<file path="config.mk">
export PLATFORM = sky130hd
export DESIGN_NAME = button_conditioner
export DESIGN_NICKNAME = d
export VERILOG_FILES = /design/src/rtl/btn_pkg.sv /design/src/rtl/btn_debounce_ch.sv /design/src/rtl/button_conditioner.sv
export SDC_FILE = /design/constraint.sdc
export NUM_CORES = 1
export LEC_CHECK = 0
export CORE_MARGIN = 4
export CORE_UTILIZATION = 62
export CTS_BUF_LIST = sky130_fd_sc_hd__clkbuf_16
export CTS_CLUSTER_SIZE = 16
export DETAILED_ROUTE_END_ITERATION = 10
export PLACE_DENSITY = 0.8
export SETUP_SLACK_MARGIN = 0.4
export SLEW_MARGIN = 20
export SYNTH_ARGS = -nofsm -noshare
export SYNTH_HDL_FRONTEND = slang
export SYNTH_SLANG_ARGS = --single-unit
</file>
<file path="constraint.sdc">
create_clock -name clk -period 3.64 [get_ports clk]
set_input_delay 0.728 -clock clk [delete_from_list [all_inputs] [get_ports clk]]
set_output_delay 0.728 -clock clk [all_outputs]
set_load 0.05 [all_outputs]
</file>
<file path="src/rtl/btn_pkg.sv">
// Shared definitions for the pushbutton conditioning front end.
package btn_pkg;

    // Board button channel indices.
    localparam int unsigned BTN_C = 0;
    localparam int unsigned BTN_U = 1;
    localparam int unsigned BTN_L = 2;
    localparam int unsigned BTN_R = 3;
    localparam int unsigned BTN_D = 4;

    // 10 ms debounce and 1.0 s long press at 100 MHz.
    localparam int unsigned DB_CYCLES_DEFAULT   = 1_000_000;
    localparam int unsigned LONG_CYCLES_DEFAULT = 100_000_000;

    // Per-channel state: released, pressed (timing hold), long press reported.
    typedef enum logic [1:0] {
        REL,
        PRS,
        LNG
    } btn_state_e;

endpackage

</file>
<file path="src/rtl/btn_debounce_ch.sv">
// One button channel: two-flop synchroniser, debounce counter, hold timer and
// press/release/long event generation. All outputs come straight from flops.
module btn_debounce_ch
    import btn_pkg::*;
#(
    parameter int unsigned DB_CYCLES   = DB_CYCLES_DEFAULT,
    parameter int unsigned LONG_CYCLES = LONG_CYCLES_DEFAULT,
    parameter int unsigned CNT_W       = $clog2(LONG_CYCLES + 1)
) (
    input  logic clk_i,
    input  logic rst_i,
    input  logic raw_i,
    output logic level_o,
    output logic press_o,
    output logic release_o,
    output logic long_o,
    output logic held_o
);

    localparam logic [CNT_W-1:0] DbLast   = CNT_W'(DB_CYCLES - 1);
    localparam logic [CNT_W-1:0] LongLast = CNT_W'(LONG_CYCLES - 1);

    logic             s1_q, s2_q;
    logic [CNT_W-1:0] dbc_q, dbc_d;
    logic [CNT_W-1:0] hc_q, hc_d;
    btn_state_e       state_q, state_d;
    logic             rise, fall;
    logic             level_q, level_d;
    logic             press_q, press_d;
    logic             release_q, release_d;
    logic             long_q, long_d;
    logic             held_q, held_d;

    // Two-flop synchroniser for the asynchronous raw input.
    always_ff @(posedge clk_i) begin
        if (rst_i) begin
            s1_q <= 1'b0;
            s2_q <= 1'b0;
        end else begin
            s1_q <= raw_i;
            s2_q <= s1_q;
        end
    end

    // Debounce: count consecutive cycles s2 disagrees with the stable level.
    always_comb begin
        dbc_d = dbc_q;
        rise  = 1'b0;
        fall  = 1'b0;
        if (s2_q == level_q) begin
            dbc_d = '0;
        end else if (dbc_q == DbLast) begin
            dbc_d = '0;
            rise  = s2_q;
            fall  = ~s2_q;
        end else begin
            dbc_d = dbc_q + CNT_W'(1);
        end
    end

    // State, counter and registered output updates.
    always_ff @(posedge clk_i) begin
        if (rst_i) begin
            state_q   <= REL;
            dbc_q     <= '0;
            hc_q      <= '0;
            level_q   <= 1'b0;
            press_q   <= 1'b0;
            release_q <= 1'b0;
            long_q    <= 1'b0;
            held_q    <= 1'b0;
        end else begin
            state_q   <= state_d;
            dbc_q     <= dbc_d;
            hc_q      <= hc_d;
            level_q   <= level_d;
            press_q   <= press_d;
            release_q <= release_d;
            long_q    <= long_d;
            held_q    <= held_d;
        end
    end

    // Next state and hold counter; a debounced fall beats the long threshold.
    always_comb begin
        state_d = state_q;
        hc_d    = hc_q;
        unique case (state_q)
            REL: begin
                if (rise) begin
                    state_d = PRS;
                    hc_d    = '0;
                end
            end
            PRS: begin
                if (fall) begin
                    state_d = REL;
                    hc_d    = '0;
                end else if (hc_q == LongLast) begin
                    state_d = LNG;  // hc parks at the threshold
                end else begin
                    hc_d = hc_q + CNT_W'(1);
                end
            end
            LNG: begin
                if (fall) begin
                    state_d = REL;
                    hc_d    = '0;
                end
            end
            default: begin
                state_d = REL;
                hc_d    = '0;
            end
        endcase
    end

    // Output next-state decoded from the transition being taken.
    always_comb begin
        level_d   = (state_d != REL);
        press_d   = (state_q == REL) && (state_d == PRS);
        release_d = (state_q != REL) && (state_d == REL);
        long_d    = (state_q == PRS) && (state_d == LNG);
        held_d    = (state_d == LNG);
    end

    assign level_o   = level_q;
    assign press_o   = press_q;
    assign release_o = release_q;
    assign long_o    = long_q;
    assign held_o    = held_q;

endmodule

</file>
<file path="src/rtl/button_conditioner.sv">
// Conditions N_BTN raw pushbuttons into clean levels and single-cycle
// press/release/long-press events for the subtask state machine.
module button_conditioner
    import btn_pkg::*;
#(
    parameter int unsigned N_BTN       = 5,
    parameter int unsigned DB_CYCLES   = DB_CYCLES_DEFAULT,
    parameter int unsigned LONG_CYCLES = LONG_CYCLES_DEFAULT
) (
    input  logic             clk,
    input  logic             rst,
    input  logic [N_BTN-1:0] btn_raw,
    output logic [N_BTN-1:0] btn_level,
    output logic [N_BTN-1:0] btn_press,
    output logic [N_BTN-1:0] btn_release,
    output logic [N_BTN-1:0] btn_long,
    output logic [N_BTN-1:0] btn_held
);

    localparam int unsigned CNT_W = $clog2(LONG_CYCLES + 1);

    // One independent conditioner per button.
    for (genvar i = 0; i < N_BTN; i++) begin : g_ch
        btn_debounce_ch #(
            .DB_CYCLES  (DB_CYCLES),
            .LONG_CYCLES(LONG_CYCLES),
            .CNT_W      (CNT_W)
        ) u_ch (
            .clk_i    (clk),
            .rst_i    (rst),
            .raw_i    (btn_raw[i]),
            .level_o  (btn_level[i]),
            .press_o  (btn_press[i]),
            .release_o(btn_release[i]),
            .long_o   (btn_long[i]),
            .held_o   (btn_held[i])
        );
    end

endmodule

</file>
=== Word-level counts from Yosys, hierarchy flattened ===
Cells that the tools add are included.

* Add/sub/neg operators: 10
* Equal/unequal tests: 50
* Mux-type cells: 70
* Bitwise operators: 5
* Reductions and logical operators: 45

{| class="wikitable"
|+ Operator list
! kind !! count
|-
| $mux 27 || 20
|-
| $pmux 27 s3 || 5
|-
| $add 27x1->27 const B || 10
|-
| $eq 27x20->1 const B || 5
|-
| $eq 27x27->1 const B || 5
|-
| $mux 2 || 20
|-
| $pmux 2 s3 || 5
|-
| $eq 2x1->1 const B || 10
|-
| $eq 2x2->1 const B || 10
|-
| $logic_not 2->1 || 10
|-
| $mux 1 || 20
|-
| $ne 2x1->1 const B || 10
|-
| $reduce_bool 2->1 || 10
|-
| $logic_and 1x1->1 || 15
|-
| $ne 3x2->1 const B || 5
|-
| $reduce_and 3->1 || 5
|-
| $reduce_or 3->1 || 5
|-
| $eq 1x1->1 || 5
|-
| $not 1->1 || 5
|}

* Flip-flop bits (word level): 315
* Input port bits: 7
* Output and inout bits: 25
* Word-level logic and storage cells: 230

=== Depth between registers and ports, before layout ===
* Depth after elaboration: 7
* Mapped depth: 9
* Gate-level depth less buffers: 7

=== By module ===
From an unflattened synthesis, not the netlist that was laid out.

* Cells, all modules: 1849
* Area, all modules: 15270.9 um^2

{| class="wikitable"
|+ By module, submodules not included
! module !! instances !! cells each !! area each (um^2) !! seq. area each (um^2)
|-
| btn_debounce_ch at g_ch[0].u_ch ... || 4 || 372 || 3066.7 || 1261.2
|-
| btn_debounce_ch at g_ch[4].u_ch || 1 || 361 || 3004.1 || 1261.2
|}

=== Worst setup path before layout ===
No wires, ideal clock.

* Path type: reg-to-reg
* From: register g_ch[3].u_ch.hc_q[0]
* To: register g_ch[3].u_ch.hc_q[14]
* Library setup time: 0.116 ns
* Data arrival time: 2.397 ns
* Required time: 3.524 ns
* Path slack: 1.127 ns
* Stages on the path, launching flop included: 9
* Buffers on the path: 1
* Clock period less this slack: 2.513 ns
* Path through: dfxtp_1 -> ha_1 -> nand3_1 -> or3b_2 -> or4_1 -> buf_2 -> o21ai_2 -> nor3_1 -> o211a_1

* Cells in the longest elaborated chain, start to end: 4
* Elaborated cells on any way between the ends: 7
* Those cells by class: 1 x add/sub; 2 x eq/ne; 3 x mux; 1 x reduce/logical

{| class="wikitable"
|+ Ends and longest elaborated chain
! item !! RTL line !! source
|-
| start, declared || btn_debounce_ch.sv:25 || <nowiki>logic [CNT_W-1:0] hc_q, hc_d;</nowiki>
|-
| start signal, assigned || btn_debounce_ch.sv:66 || <nowiki>hc_q <= '0;</nowiki>
|-
| start signal, assigned || btn_debounce_ch.sv:75 || <nowiki>hc_q <= hc_d;</nowiki>
|-
| $add 27x1->27 || btn_debounce_ch.sv:102 || <nowiki>hc_d = hc_q + CNT_W'(1);</nowiki>
|-
| $mux 27 || btn_debounce_ch.sv:99 || <nowiki>end else if (hc_q == LongLast) begin</nowiki>
|-
| $mux 27 || btn_debounce_ch.sv:96 || <nowiki>if (fall) begin</nowiki>
|-
| $pmux 27 s3 || btn_debounce_ch.sv:88 || <nowiki>unique case (state_q)</nowiki>
|}

Parallel ways exist; a longest one is shown, timed or not. The select of a mux whose other input is x is not followed.
A chain may end at the register's enable or synchronous reset.

=== Worst setup path after layout ===
* From: register g_ch[0].u_ch.dbc_q[22]
* To: register g_ch[0].u_ch.hc_q[6]

* Cells in the longest elaborated chain, start to end: 5
* Elaborated cells on any way between the ends: 11
* Those cells by class: 4 x eq/ne; 6 x mux; 1 x reduce/logical

{| class="wikitable"
|+ Ends and longest elaborated chain
! item !! RTL line !! source
|-
| start, declared || btn_debounce_ch.sv:24 || <nowiki>logic [CNT_W-1:0] dbc_q, dbc_d;</nowiki>
|-
| start signal, assigned || btn_debounce_ch.sv:65 || <nowiki>dbc_q <= '0;</nowiki>
|-
| start signal, assigned || btn_debounce_ch.sv:74 || <nowiki>dbc_q <= dbc_d;</nowiki>
|-
| $eq 27x20->1 (*) || btn_debounce_ch.sv:52 || <nowiki>end else if (dbc_q == DbLast) begin</nowiki>
|-
| $mux 1 || btn_debounce_ch.sv:52 ||
|-
| $mux 1 || btn_debounce_ch.sv:50 || <nowiki>if (s2_q == level_q) begin</nowiki>
|-
| $ne 3x2->1 (no source line) (tied with other cells) || -- ||
|-
| $reduce_and 3->1 (no source line) or $pmux 27 s3 (tied branches) || -- ||
|-
| end signal, assigned || btn_debounce_ch.sv:66 ||
|-
| end signal, assigned || btn_debounce_ch.sv:75 ||
|-
| end, declared || btn_debounce_ch.sv:25 ||
|}

Every way passes the cells marked *; elsewhere a longest branch is shown, timed or not.

==> results by group <==
Timing
  – Max-slew violation count: 0
  – Setup TNS: 0 ns
  – Unrepaired setup endpoints after global routing: false
  – Hold_ws: 0.4385 ns
  – Fmax: 329.4 MHz
  – Fin. Hold Viols: 0
  – Final period util: 0.8341
  – Final worst path period need: 3.036 ns
  – Slew margin rel.: 0.3682
  – # setup viols final: 0
  – Worst setup margin: 0.6040 ns
  – Worst-Margin Slew: 0.9391 ns
  – Skew final: 0.01926 ns

Global routing
  – Initial antenna violation count: 0
  – Largest net degree at the start of global routing: 42
  – Vias in the first global route: 12260
  – Total track usage: 0.2380
  – First-pass GRT wire length: 56.15 mm
  – GRT overflow: 0

Synthesis
  – Syn Inst Count: 1869
  – Mapped cell area: 0.01523 mm²
  – Ys Warns: 0
  – Syn_nets: 1886
  – Largest area contributor in the netlist: dfxtp_1
  – Synth top area share: 0.4141
  – Syn Area/Cell: 8.147 µm²
  – Seq/Total Area, Yosys: 0.4141
  – EDFF count, synth: 0
  – Area contributors post-synth: dfxtp_1, nor2_1, nand2_1
  – Main synth FF type: dfxtp_1
  – Netlist cell types: 79
  – FFs w/ async S/R, synth: 0
  – FF+latch count, synth: 315

Route
  – Routed vias/inst: 6.073
  – Met2 WL: 15.26 mm
  – Routed len/inst: 14.91 µm
  – Via count: 13350
  – Met1 wire length: 15.48 mm
  – 1st-pass router iterations: 5
  – Routed WL: 32.77 mm
  – Met3 routed WL: 1.467 mm
  – Residual DRC count: 0
  – Top Metal Used: met4
  – ANT nets after route: 0
  – Initial drt markers: 1115

Final layout
  – Layout cells sized above 1: 0.05229
  – Most common cell after layout, fill and taps aside: dfxtp_1
  – Nets@finish: 1868
  – Non-Filler Instances: 2198
  – Final instance area: 0.01664 mm²
  – Commonest non-fill, non-tap cells in the layout: dfxtp_1, nor2_1, nand2_1, nand3_1, a21oi_1
  – Final core occ: 0.6862
  – Diodes inserted: 0
  – Layout area overhead: 9.277%

Clock network
  – Post-cts hold buffer count: 0
  – Clk slew on worst S/H paths: 0.06 ns
  – CTS Buf Count: 35
  – CTS root buf: clkbuf_16
  – CTS sink cnt: 315
  – Postcts setup bufs: 0
  – Post-CTS sizing: 0
  – Skew-Pair Late Insertion Delay: 0.51 ns
  – CTS tree: yes
  – Clock tree buffer depth: 3
  – # H-tree levels: 2

Place
  – Setup slack after placement: 0.6845 ns
  – Area after DPL: 0.01561 mm²
  – Detailed-placement wirelength estimate: 21.64 mm
  – GP Congestion: 0.8531
  – Placed Cells: 2138
  – Count of port buffers added during placement: 31

Power
  – Total power: 6.725 mW
  – Internal: 5.303 mW
  – Sequential Power Share: 0.514
  – Worst vdd ir: 345.8 µV
  – Clock Power Share: 0.473
  – Combinational Power Share: 0.012
  – Pwr Density: 404.2 mW/mm²
  – Switching share of power: 0.2115
  – Switching power: 1.423 mW
  – LEAKAGE: 5.386 nW

Floorplanning
  – Die Y: 164.7 µm
  – I/O pin total: 32
  – Initial Utilization: 0.6280
  – Die W: 164.7 µm
  – Core ar.: 0.02425 mm²
  – Die Area: 0.02713 mm²
  – FP Rows: 57

Hold path
  – Hold Crit Class: reg -> reg

Status
  – Outcome: complete, no violations

Setup path
  – Req. time, crit path: 4.03 ns
  – Crit path max fanout: 22
  – CP Capture Type: register
  – R2R Setup Slk: 0.60 ns
  – Critical Path Source Type: register
  – Critical path class: reg -> reg
  – Crit path DAT: 3.43 ns

Run
  – Max cap viols: 0
power by group through the flow:
stage               registers (mW)  clock network [mW]  logic, mW
finish                        3.46                3.18     0.0832
floorplan                     3.53                   0     0.0556
CTS                           3.46                3.25     0.0828
global placement              3.53                   0     0.0812
detailed placement            3.53                   0     0.0824
global route                  3.46                3.40     0.0905
cell families (layout without fill, tap and decap cells):
logic type,count (synthesis),after routing,share of synthesized area
XOR/XNOR,125,125,0.07190
flip-flops,315,315,0.4141
AO/OA/AOI/OAI,338,338,0.1426
buffers and inverters,166,171,0.04840
adder cells (fa/ha/maj),11,11,0.008874
AND/OR/NAND/NOR,906,906,0.3088
multiplexers,8,8,0.005341
sequential cells by signal, indices dropped and copies added, names as in the netlist:
name / flops
g_ch.u_ch.dbc_q: 135
g_ch.u_ch.hc_q: 135
g_ch.u_ch.state_q: 10
g_ch.u_ch.held_o: 5
g_ch.u_ch.level_o: 5
g_ch.u_ch.long_o: 5
g_ch.u_ch.press_o: 5
g_ch.u_ch.release_o: 5
g_ch.u_ch.s1_q: 5
g_ch.u_ch.s2_q: 5
critical path, cell delays in order (launching register included):
cell and delay (ns):
dfxtp_1 0.33, or4b_1 0.55, or4_1 0.56, nor3_1 0.43, o21ai_4 0.31, buf_4 0.25, a22o_1 0.23, a32o_1 0.26
synth_stat cells (5+ instances only):
| library cell | instances |
|---|---|
| dfxtp_1 | 315 |
| nor2_1 | 223 |
| nand2_1 | 171 |
| nand3_1 | 108 |
| a21oi_1 | 92 |
| o21ai_0 | 77 |
| xor2_1 | 71 |
| clkbuf_1 | 69 |
| nand4_1 | 66 |
| nor3_1 | 58 |
| inv_1 | 55 |
| xnor2_1 | 54 |
| and3_1 | 41 |
| nor4_1 | 39 |
| or3_1 | 36 |
| a31oi_1 | 28 |
| or4_1 | 28 |
| and4_1 | 27 |
| buf_4 | 26 |
| and2_1 | 23 |
| o21ai_1 | 19 |
| a22oi_1 | 18 |
| nor2b_1 | 18 |
| nand2b_1 | 15 |
| a311oi_1 | 12 |
| nor4b_1 | 11 |
| a211o_1 | 10 |
| ha_1 | 10 |
| a41oi_1 | 8 |
| nor4bb_1 | 8 |
| o21a_1 | 8 |
| buf_1 | 7 |
| buf_2 | 7 |
| mux2i_1 | 7 |
| o41ai_1 | 7 |
| a211oi_1 | 6 |
| nor3b_1 | 6 |
| or2_2 | 6 |
| o211ai_1 | 5 |
layout make-up:
| type | instances | area [µm²] |
|---|---|---|
| Sequential cell | 315 | 6306 |
| Timing Repair Buffer | 55 | 488.0 |
| Clock buffer | 37 | 925.9 |
| Multi-Input combinational cell | 1388 | 8200 |
| Inverter | 56 | 210.2 |
| Fill cell | 1997 | 7609 |
| Tap cell | 324 | 405.4 |
| Clock inverter | 23 | 103.9 |
path summary, 6_finish.rpt:
path / start / to / depth (start not counted)
max: g_ch[0].u_ch.dbc_q[22] / g_ch[0].u_ch.hc_q[6] / 7
min: g_ch[0].u_ch.dbc_q[0] / g_ch[0].u_ch.dbc_q[0] / 1
max reg2reg: g_ch[0].u_ch.dbc_q[22] / g_ch[0].u_ch.hc_q[6] / 7
min reg2reg: g_ch[0].u_ch.dbc_q[0] / g_ch[0].u_ch.dbc_q[0] / 1
metal layers:
| layer | GRT usage | vias to the layer above |
|---|---|---|
| met5 | 0 | - |
| met4 | 0.06276 | 0 |
| met3 | 0.03319 | 51 |
| met2 | 0.3975 | 320 |
| met1 | 0.3252 | 6306 |
| li1 | - | 6672 |
(Power assumes the default switching activity.)
